$ cat src/rtl/agni_sm_pkg.sv
// agni_sm_pkg: shared SM issue types and widths.
package agni_sm_pkg;
  localparam int OPCODE_W = 6;
  typedef enum logic {IDLE, ISSUE} issue_state_e;
endpackage

$ cat src/rtl/rr_arbiter.sv
// rr_arbiter: round-robin pick of the first request at or after last+1, with wrap-around.
module rr_arbiter #(
  parameter int N = 8
) (
  input  logic [N-1:0]         req,
  input  logic [$clog2(N)-1:0] last,
  output logic [N-1:0]         grant,
  output logic [$clog2(N)-1:0] idx
);
  localparam int W = $clog2(N);
  logic [W-1:0] c;
  // Walk from lowest to highest priority so the highest-priority hit is written last.
  always_comb begin
    grant = '0;
    idx = '0;
    c = '0;
    for (int i = N; i >= 1; i--) begin
      c = last + W'(i);
      if (req[c]) begin
        grant = '0;
        grant[c] = 1'b1;
        idx = c;
      end
    end
  end
endmodule

$ cat src/rtl/warp_issue_sequencer.sv
// warp_issue_sequencer: round-robin warp issue with per-beat thread replay; watchdog under DISPATCH_WATCHDOG_EN.
module warp_issue_sequencer import agni_sm_pkg::*; #(
  parameter int NUM_WARPS      = 8,
  parameter int NUM_THREADS    = 32,
  parameter int TIMEOUT_CYCLES = 256
) (
  input  logic                             clk,
  input  logic                             rst_n,
  input  logic [NUM_WARPS-1:0]             warp_req,
  input  logic [NUM_WARPS*NUM_THREADS-1:0] warp_mask,
  input  logic [NUM_WARPS*OPCODE_W-1:0]    warp_opcode,
  input  logic [NUM_WARPS-1:0]             warp_is_fp,
  input  logic [NUM_THREADS-1:0]           core_ready,
  input  logic                             flush,
  output logic [NUM_WARPS-1:0]             warp_grant,
  output logic                             disp_warp_valid,
  output logic [NUM_THREADS-1:0]           disp_thread_active,
  output logic [OPCODE_W-1:0]              disp_opcode,
  output logic                             disp_is_fp,
  output logic [$clog2(NUM_WARPS)-1:0]     disp_warp_id,
  output logic                             issue_done,
  output logic [$clog2(NUM_WARPS)-1:0]     issue_done_id,
  output logic                             busy,
  output logic                             stall_timeout
);
  localparam int IW = $clog2(NUM_WARPS);
  issue_state_e state;
  logic [NUM_THREADS-1:0] pending, next_pending, sel_mask;
  logic [OPCODE_W-1:0] op_q;
  logic fp_q, in_issue, grant_fire;
  logic [IW-1:0] id_q, last_grant, arb_idx;
  logic [NUM_WARPS-1:0] arb_grant;
  rr_arbiter #(.N(NUM_WARPS)) u_arb (
    .req(warp_req), .last(last_grant), .grant(arb_grant), .idx(arb_idx)
  );
  assign in_issue = state == ISSUE;
  assign grant_fire = rst_n && !in_issue && !flush && |warp_req;
  assign sel_mask = warp_mask[arb_idx*NUM_THREADS +: NUM_THREADS];
  assign next_pending = pending & ~core_ready;
  assign warp_grant = grant_fire ? arb_grant : '0;
  assign issue_done = in_issue ? !flush && next_pending == '0 : grant_fire && sel_mask == '0;
  assign issue_done_id = !issue_done ? '0 : in_issue ? id_q : arb_idx;
  assign disp_warp_valid = in_issue;
  assign busy = in_issue;
  assign disp_thread_active = pending;
  assign disp_opcode = op_q;
  assign disp_is_fp = fp_q;
  assign disp_warp_id = id_q;
  always_ff @(posedge clk or negedge rst_n)
    if (!rst_n) begin
      state <= IDLE;
      pending <= '0;
      op_q <= '0;
      fp_q <= 1'b0;
      id_q <= '0;
      last_grant <= IW'(NUM_WARPS - 1);
    end else if (!in_issue) begin
      if (grant_fire) begin
        last_grant <= arb_idx;
        id_q <= arb_idx;
        pending <= sel_mask;
        op_q <= warp_opcode[arb_idx*OPCODE_W +: OPCODE_W];
        fp_q <= warp_is_fp[arb_idx];
        state <= sel_mask != '0 ? ISSUE : IDLE;
      end
    end else begin
      pending <= flush ? '0 : next_pending;
      state <= flush || next_pending == '0 ? IDLE : ISSUE;
    end
`ifdef DISPATCH_WATCHDOG_EN
  localparam int CW = $clog2(TIMEOUT_CYCLES + 1);
  logic [CW-1:0] wd_cnt;
  logic stall_q, stalled;
  assign stalled = in_issue && (pending & core_ready) == '0;
  // Counter saturates at the limit so a long stall cannot wrap it back to zero.
  always_ff @(posedge clk or negedge rst_n)
    if (!rst_n) begin
      wd_cnt <= '0;
      stall_q <= 1'b0;
    end else begin
      wd_cnt <= flush || !stalled ? '0 : wd_cnt == CW'(TIMEOUT_CYCLES) ? wd_cnt : wd_cnt + 1'b1;
      stall_q <= !flush && (stall_q || (stalled && wd_cnt == CW'(TIMEOUT_CYCLES - 1)));
    end
  assign stall_timeout = stall_q;
`else
  assign stall_timeout = 1'b0;
`endif
endmodule

$ cat config.mk
export PLATFORM = sky130hd
export DESIGN_NAME = warp_issue_sequencer
export DESIGN_NICKNAME = d
export VERILOG_FILES = /design/src/rtl/agni_sm_pkg.sv /design/src/rtl/rr_arbiter.sv /design/src/rtl/warp_issue_sequencer.sv
export SDC_FILE = /design/constraint.sdc
export NUM_CORES = 1
export LEC_CHECK = 0
export CORE_AREA = 2 2 159 161
export CTS_BUF_LIST = sky130_fd_sc_hd__clkbuf_16
export DETAILED_ROUTE_END_ITERATION = 12
export DIE_AREA = 0 0 161 163
export PLACE_DENSITY = 0.77
export RECOVER_POWER = 100
export SETUP_SLACK_MARGIN = 0.3
export SLEW_MARGIN = 20
export SYNTH_ARGS = -nofsm -noshare
export SYNTH_HDL_FRONTEND = slang
export SYNTH_SLANG_ARGS = --single-unit
$ cat constraint.sdc
create_clock -name clk -period 10.24 [get_ports clk]
set_input_delay 2.048 -clock clk [delete_from_list [all_inputs] [get_ports clk]]
set_output_delay 2.048 -clock clk [all_outputs]
set_load 0.02 [all_outputs]
After elaboration in Yosys (flattened, before gate mapping)
Index checks and enable logic that the tools add are counted.
Word-level totals
  bits in registers: 46
  output and inout bits: 57
  bits of input ports: 355
Cells by class
  mux-type cells: 61
  $lt $le $gt $ge: 17
  bitwise operators: 3
  $add $sub $neg: 7
  multipliers: 1
  shift operators: 2
  reduce and logical (&&, ||, !) cells: 22
Operators with widths (count)
  $shiftx A256 B9 Y32: 1
  $mux W32: 3
  $mux W8: 9
  $logic_not A32 Y1: 2
  $shiftx A48 B7 Y6: 1
  $lt A3 B4 Y1 const B: 9
  $and A32 B32 Y32: 1
  $not A32 Y32: 1
  $reduce_bool A32 Y1: 1
  $mux W3: 10
  $bmux W1 S3: 9
  $demux W1 S3: 8
  $ge A3 B1 Y1 const B: 8
  $mux W1: 22
  $logic_and A1 B1 Y1: 13
  $add A3 B3 Y3 const B: 4
  $reduce_or A8 Y1: 1
  $add A3 B2 Y3 const B: 2
  $mul A3 B2 Y5 const B: 1
  $add A3 B1 Y3 const B: 1
  $logic_not A1 Y1: 2
  $reduce_and A2 Y1: 1
  $reduce_bool A2 Y1: 1
  $logic_or A1 B1 Y1: 1
  $not A1 Y1: 1

Longest topological paths before layout
Gate-level depths: netlist of run 1.
  word-level depth: 15
  mapped depth: 23
  gate-level depth less buffers: 14

Cells and area by module
A second synthesis of run 1 with hierarchy kept.
Unflattened totals
  cell total of the unflattened synthesis: 696
  area total of the unflattened synthesis: 6563.8 um^2
By module, submodules not included
  warp_issue_sequencer: cells each 452, instances 1, area an instance 4775.8 um^2
  rr_arbiter: cells each 244, instances 1, area an instance 1788.0 um^2

Least setup slack after synthesis of run 1
OpenSTA, ideal clock, no wires.
  path type: input -> output
  start: input warp_req[5]
  end: output issue_done_id[0]
  buffers on the path: 2
  required time: 8.192 ns
  arrival time: 5.311 ns
  stages on the path: 14
  setup slack: 2.881 ns
  cell sequence: mux2_4 > mux4_2 > o32a_1 > buf_4 > nor2_8 > o211a_4 > buf_2 > mux2_2 > o221ai_1 > o2111ai_1 > o41ai_1 > o2111a_1 > a41o_2 > o211a_1
On the way
  cells in the longest elaborated chain, start to end: 15
  elaborated cells on any way between the ends: 32
  those cells by class: shift: 1; mux: 27; reduce/logical: 4
RTL lines
  start: declaration: line warp_issue_sequencer.sv:9  | input logic [NUM_WARPS-1:0] warp_req,
  $bmux W1 S3: line rr_arbiter.sv:19  | if (req[c]) begin
  $mux W1 (implied by the code): line rr_arbiter.sv:19
  $mux W3 (8 in series): line rr_arbiter.sv:19
  $shiftx A256 B9 Y32: line warp_issue_sequencer.sv:38  | assign sel_mask = warp_mask[arb_idx*NUM_THREADS +: NUM_THREADS];
  $logic_not A32 Y1: line warp_issue_sequencer.sv:41  | assign issue_done = in_issue ? !flush && next_pending == '0 : grant_fire && sel_mask == '0;
  $logic_and A1 B1 Y1 (*): line warp_issue_sequencer.sv:41
  $mux W1 (*): line warp_issue_sequencer.sv:41
  net issue_done: line warp_issue_sequencer.sv:21  | output logic issue_done,
  $mux W3 (*): line warp_issue_sequencer.sv:42  | assign issue_done_id = !issue_done ? '0 : in_issue ? id_q : arb_idx;
  end: declaration: line warp_issue_sequencer.sv:22  | output logic [$clog2(NUM_WARPS)-1:0] issue_done_id,
Mark *: on every way through the listed nets, which the timed path passes. The rest lies on a longest branch. The select of a mux whose other input is x is not followed.

Worst setup path after layout of run 1
  start: input warp_req[1]
  end: output issue_done_id[0]
On the way
  cells in the longest elaborated chain, start to end: 15
  elaborated cells on any way between the ends: 32
  those cells by class: shift: 1; mux: 27; reduce/logical: 4
RTL lines (line)
  $bmux W1 S3: rr_arbiter.sv:19
  $mux W1 (implied by the code): rr_arbiter.sv:19
  $mux W3 (8 in series): rr_arbiter.sv:19
  $shiftx A256 B9 Y32: warp_issue_sequencer.sv:38
  $logic_not A32 Y1: warp_issue_sequencer.sv:41
  $logic_and A1 B1 Y1: warp_issue_sequencer.sv:41
  $mux W1: warp_issue_sequencer.sv:41
  $mux W3 (*): warp_issue_sequencer.sv:42
Mark *: on every way between the ends. The rest lies on a longest branch, timed or not. The select of a mux whose other input is x is not followed.

==> results.txt, run 1 <==
Yosys warns: 0
Post-CTS Setup Inserts: 0
CP Capture Type: primary output
Post-DR wirelength/cell: 23.50 µm
DRC violations left: 0
Max Clk Rate: 103.1 MHz
Die width: 161 µm
I/O Buffers: 410
Req. time, crit path: 8.19 ns
Period minus WS final: 9.701 ns
Worst min path class: flop to flop
Clock Path Buffers: 2
FP Rows: 58
Most Crowded Layer GR: met2
Setup CP Type: input port to primary output
Htree depth: 2
Most used flip-flop cell after synthesis: dfrtp_1
Dpl hpwl: 33.36 mm
Setup TNS: 0 ns
Cells after synthesis: 1181
Crit-path max FO: 38
Layout Utilization: 53.29%
GR Overflow Total: 0
Clock skew: 0.002299 ns
Clock sinks: 46
Worst EP arrival: 7.65 ns
Tot GR Track Use: 31.56%
Vias/cell: 6.441
Layout cells sized above 1: 7.585%
Worst-margin pin slew: 2.160 ns
M3 GR Usage: 5.704%
Vias: 11826
Final worst path period share: 94.74%
Final setup viols: 0
#FFs+latches synth: 46
CTS root buf: clkbuf_16
Met1 Use GR: 41.53%
EDFF count, synth: 0
Sequential share of the synthesized area: 13.15%
First-pass GRT wire length: 65.81 mm
Startpoint Class: input port
Layout area overhead: 49.71%
Global Route met2 Usage: 52.07%
RSZ-0062 raised after global routing: no
Final-report hold violation count: 0
Die Ht: 163 µm
Routability cong.: 0.9494
Clock-pin slew on the worst setup and hold paths: 0.07 ns
Routed Wire Length: 43.15 mm
Slew HR: -44.03%
Post-CTS sizing: 0
Post-Syn Area: 8782 µm²
Maxcap violations: 4
Initial core utilization: 35.59%
Drt pass-1 iters: 5
Pre-CTS WS: 0.7011 ns
Post-synth ARST share: 100.0%
Mean post-synth cell area: 7.436 µm²
Initial antenna violation count: 3
Outcome: finished with violations
Yosys cell types: 73
Violated checks: max-capacitance violations, max-slew violations
Syn_nets: 1542
Vias in the first global route: 11289
Die Area: 26240 µm²
Max-slew violations: 164
Drt initial violations: 1398
Clock latency on the worst-skew pair: 0.29 ns
WHS: 0.4763 ns
Ports: 412
Setup WS post-layout: 0.5386 ns
Antenna Violating Nets Remaining: 0
CTS hold repair buffers: 0
# nets final: 1863
CORE AREA: 24670 µm²
CTS Buf Count: 5
CTS tree: built
Largest net degree at the start of global routing: 75
==> final cells by class <==
cell class                      count  area, µm²
Fill cell                        2354      11530
Multi-Input combinational cell    990       7012
Timing Repair Buffer              443       4330
Sequential cell                    46       1159
Tap cell                          330      412.9
Clock buffer                        5      125.1
Inverter                           16      60.06
Clock inverter                      3      41.29
Antenna cell                        3      7.507
==> sequential cells by signal, summed over array words and instances (netlist names) <==
name	cells
busy	1
disp_thread_active	32
last_grant	3
disp_warp_id	3
disp_opcode	6
disp_is_fp	1
==> metrics by stage <==
| stage | instances | instance area (µm²) |
|---|---|---|
| floorplan | 1181 | 8782 |
| global placement | 1825 | 12990 |
| detailed placement | 1825 | 12990 |
| CTS | 1833 | 13160 |
| global route | 1836 | 13150 |
| finish | 1836 | 13150 |
==> synth_stat cells, drive strengths merged, types with 3 or more instances <==
library cell    n  area (µm²)
or2             7       43.80
nand2b         47       294.0
a32o            6       60.06
o311ai          6       52.55
o32ai          31       279.0
nor2           76       301.5
or3             8       50.05
a32oi          19       166.4
a21oi          56       284.0
o2111ai         8       76.32
o21ai          71       355.3
clkbuf         67       251.5
mux2           17       206.5
buf            62       367.9
a211oi         14       105.1
nand4          16       100.1
o211ai         24       185.2
nand2         159       596.8
a311oi          8       70.07
nand3          44       220.2
dfstp           3       78.83
and3           20       125.1
nor4            6       37.54
o22ai          61       387.9
o211a           4       47.55
mux4           33       743.2
a22oi           5       37.54
dfrtp          43        1076
nor3           37       185.2
a31oi          11       68.82
o221ai         72       643.1
a21o            3       22.52
mux2i          83       830.8
inv            16       60.05
o2bb2ai         3       26.28
ha              6       75.07
==> metal layers <==
layer | routed length, µm | up-vias
li1 | - | 5298
met5 | 0 | -
met3 | 4097 | 107
met2 | 20160 | 829
met1 | 17330 | 5592
met4 | 1562 | 0
==> worst max-delay path: stages <==
cell	delay, ns
dlygate4sd3_1	0.68
mux2i_1	0.16
mux4_2	0.68
or2_0	0.28
a311o_1	0.44
o211ai_4	0.33
buf_4	0.46
o21ai_0	0.16
o2bb2ai_1	0.25
nand4_1	0.16
nor4_1	0.51
o2111a_1	0.35
a41o_2	0.28
o211a_1	0.16
dlygate4sd3_1	0.67
==> kinds of logic (layout without fill, tap and decap cells) <==
kind of cell	after synthesis	count (layout)	synth area share, %
flops	46	46	13.15
simple gates	425	425	22.62
xor+xnor	4	4	0.6554
buf+inv	145	467	7.736
mux	133	133	20.27
fa+ha+maj	6	6	0.8548
other cells	1	4	0.04270
compound gates	421	421	34.66
==> worst paths after layout <==
kind / startpoint / end / slack (ns) / depth (start not counted)
worst min-delay path: disp_opcode[2] / disp_opcode[2] / 0.48 / 2
worst max-delay path: warp_req[1] / issue_done_id[0] / 0.54 / 15
worst min register to register: disp_opcode[2] / disp_opcode[2] / 0.48 / 2
worst max register to register: last_grant[0] / busy / 3.93 / 16
min in group asynchronous: rst_n / disp_thread_active[14] / 1.82 / 1
max in group asynchronous: rst_n / disp_warp_id[1] / 6.10 / 2
==> cells in the final DEF, fill, tap and decap left out, types with 4 or more instances in the layout <==
| cell type | Yosys | layout |
|---|---|---|
| clkbuf_16 | 0 | 5 |
| o2111ai_1 | 7 | 7 |
| nand4_1 | 16 | 16 |
| dlygate4sd3_1 | 0 | 54 |
| o21ai_1 | 6 | 4 |
| or2_2 | 6 | 6 |
| inv_1 | 15 | 16 |
| a31oi_1 | 11 | 11 |
| clkdlybuf4s50_1 | 0 | 355 |
| mux4_2 | 33 | 33 |
| a32oi_1 | 19 | 19 |
| a21oi_1 | 55 | 55 |
| nor3_1 | 37 | 37 |
| nor4_1 | 6 | 6 |
| or3_1 | 8 | 8 |
| buf_4 | 8 | 29 |
| mux2_2 | 11 | 11 |
| a211oi_1 | 14 | 14 |
| dfrtp_1 | 43 | 43 |
| mux2_4 | 4 | 4 |
| a311oi_1 | 8 | 8 |
| and3_1 | 20 | 19 |
| mux2i_1 | 83 | 83 |
| nand3_1 | 44 | 44 |
| nand2_1 | 159 | 159 |
| o21ai_0 | 65 | 64 |
| a22oi_1 | 5 | 5 |
| ha_1 | 6 | 6 |
| a32o_1 | 6 | 6 |
| o32ai_1 | 30 | 30 |
| o311ai_0 | 6 | 6 |
| nand2b_1 | 47 | 47 |
| o221ai_1 | 70 | 70 |
| nor2_1 | 75 | 74 |
| o211ai_1 | 23 | 23 |
| o22ai_1 | 60 | 59 |
| clkbuf_1 | 67 | 5 |
Power of run 1 is not shown: default switching activity piles up to over one toggle a cycle in this logic, so the estimate is an artifact.
==> run 2: changes to the inputs <==
--- a/config.mk
+++ b/config.mk
@@ -7,6 +7,8 @@
 export LEC_CHECK = 0
 export CORE_AREA = 2 2 159 161
 export CTS_BUF_LIST = sky130_fd_sc_hd__clkbuf_16
+export CTS_CLUSTER_DIAMETER = 120
+export CTS_CLUSTER_SIZE = 12
 export DETAILED_ROUTE_END_ITERATION = 12
 export DIE_AREA = 0 0 161 163
 export PLACE_DENSITY = 0.77
==> results of run 2 <==
Same layout as run 1: the final DEF is identical, and so are final timing and power.
Power of run 2 is left out for the same reason.
==> patch, RTL diff (settings of run 2) <==
Change the parameter `NUM_WARPS` from 8 to 4.
--- a/src/rtl/warp_issue_sequencer.sv
+++ b/src/rtl/warp_issue_sequencer.sv
@@ -1,5 +1,5 @@
 // warp_issue_sequencer: round-robin warp issue with per-beat thread replay; watchdog under DISPATCH_WATCHDOG_EN.
 module warp_issue_sequencer import agni_sm_pkg::*; #(
-  parameter int NUM_WARPS      = 8,
+  parameter int NUM_WARPS      = 4,
   parameter int NUM_THREADS    = 32,
   parameter int TIMEOUT_CYCLES = 256
Ports: changed (7 resized); port bits go from 412 to 246. No check against the original RTL was run, so the function may have changed too.
==> patch against run 2 <==
- setup slack gained 0.85 ns
- the flow still finishes with violations (max-capacitance violations, max-slew violations)
- final area shrank 45%
- clock skew grew 0.0081 ns
- synthesized area shrank 49%
- non-clock buffer count decreased by 189
- critical endpoint is now issue_done_id[1]
- die area unchanged
- sequential cell count decreased by 2
- routed wire length decreased by 51%
==> patch: results (changes against run 2) <==
* GR Layer Usage met3 at 4.00% (was 5.70%)
* Final hold slack at 0.480 ns (was 0.476 ns)
* DP Wirelength at 16500 um (was 33400 um)
* Signal arrival time at the worst endpoint at 6.80 ns (was 7.65 ns)
* Slew Limit Headroom at -95.0% (was -44.0%)
* Final instance count without filler cells at 1099 (was 1836)
* Maximum number of pins on one net before global-route repair at 66 (was 75)
* Worst clock skew at 0.0104 ns (was 0.00230 ns)
* Count of cells along the worst register-to-register path at 7 (was 16)
* Post-Place Setup Slack at 1.43 ns (was 0.701 ns)
* Number of design-rule violations left by the first detailed-router iteration at 498 (was 1398)
* Filler cell count at 2619 (was 2354)
* Number of library cell types mapped by synthesis at 51 (was 73)
* Met2 global-route usage at 25.8% (was 52.1%)
* Number of max-cap violations at 3 (was 4)
* Minimum setup slack among reg-to-reg paths at 4.73 ns (was 3.93 ns)
* Global-route met1 utilization at 19.9% (was 41.5%)
* Total global-route track usage at 15.3% (was 31.6%)
* Fraction of final layout cells sized beyond drive strength 1 at 4.95% (was 7.58%)
* Net count after synthesis at 770 (was 1542)
* Number of port buffers at 244 (was 410)
* Reg-to-Reg End: disp_thread_active[8] (was busy)
* Net count of the finished layout at 970 (was 1863)
* Violated checks: max-capacitance violations, max-slew violations (unchanged)
* List of most frequent post-synthesis cells: sky130_fd_sc_hd__o211ai_1, sky130_fd_sc_hd__nor2_1, sky130_fd_sc_hd__nand2_1 (was sky130_fd_sc_hd__nand2_1, sky130_fd_sc_hd__mux2i_1, sky130_fd_sc_hd__nor2_1)
* Global-route wire length before repair at 31200 um (was 65800 um)
* Portion of the post-synthesis area used by sequential elements at 24.6% (was 13.2%)
* Placed Cells at 1090 (was 1825)
* CP endpoint: issue_done_id[1] (was issue_done_id[0])
* Number of max-slew violations in the final report at 155 (was 164)
* Placed standard-cell area at 0.00715 mm2 (was 0.0130 mm2)
* Top cells by area, synth: sky130_fd_sc_hd__dfrtp_1, sky130_fd_sc_hd__o211ai_1, sky130_fd_sc_hd__mux4_2 (was sky130_fd_sc_hd__dfrtp_1, sky130_fd_sc_hd__mux2i_1, sky130_fd_sc_hd__mux4_2)
* Post-Synthesis Mean Instance Area at 7.90 um2 (was 7.44 um2)
* Number of antenna violations at the first check in global routing at 1 (was 3)
* Result of the run: finished with violations (unchanged)
* Largest fanout of any net on the critical path at 49 (was 38)
[patch: per-layer routing]
layer  wire length, um  up-vias
met4               435        0
met1              9190     2573
met3              1500       29
met5                 0        -
met2              9990      239
li1                  -     2545
[patch: worst min path at each step]
stage / from / depth (start not counted) / to
4_1_cts: disp_opcode[5] / 2 / disp_opcode[5]
6_report: disp_opcode[5] / 2 / disp_opcode[5]
3_3_place_gp: disp_opcode[1] / 2 / disp_opcode[1]
2_1_floorplan: disp_opcode[0] / 2 / disp_opcode[0]
5_1_grt: disp_opcode[0] / 2 / disp_opcode[0]
3_5_place_dp: disp_opcode[5] / 2 / disp_opcode[5]
[patch: layout make-up]
class	count	area (um2)	share of cell area, %
Sequential cell	44	1100	15.2
Multi-Input combinational cell	454	3090	42.5
Inverter	8	30.0	0.413
Antenna cell	1	2.50	0.0344
Clock buffer	5	125	1.72
Timing Repair Buffer	254	2500	34.4
Tap cell	330	413	5.67
Clock inverter	3	11.3	0.155
[patch: cell families (layout without fill, tap and decap cells)]
| group | after synthesis | after routing | synth area share (%) |
|---|---|---|---|
| compound gates | 193 | 193 | 28.3 |
| fa+ha+maj | 8 | 8 | 2.24 |
| buf+inv | 69 | 270 | 6.98 |
| flops | 44 | 44 | 24.6 |
| mux | 37 | 37 | 14.2 |
| other cells | 1 | 2 | 0.0837 |
| simple gates | 215 | 215 | 23.6 |
[patch: where the power goes]
group | internal [mW] | switching (mW)
registers | 0.258 | 0.0845
clock network | 0.0881 | 0.0706
logic | 0.611 | 0.852
[patch: worst max-delay path: cells and delay by family]
family / cells / cell delay, ns
and+or+nand+nor: 5 / 1.33
muxes: 2 / 1.28
buffers and inverters: 2 / 1.25
AOI/OAI and AO/OA: 2 / 0.86
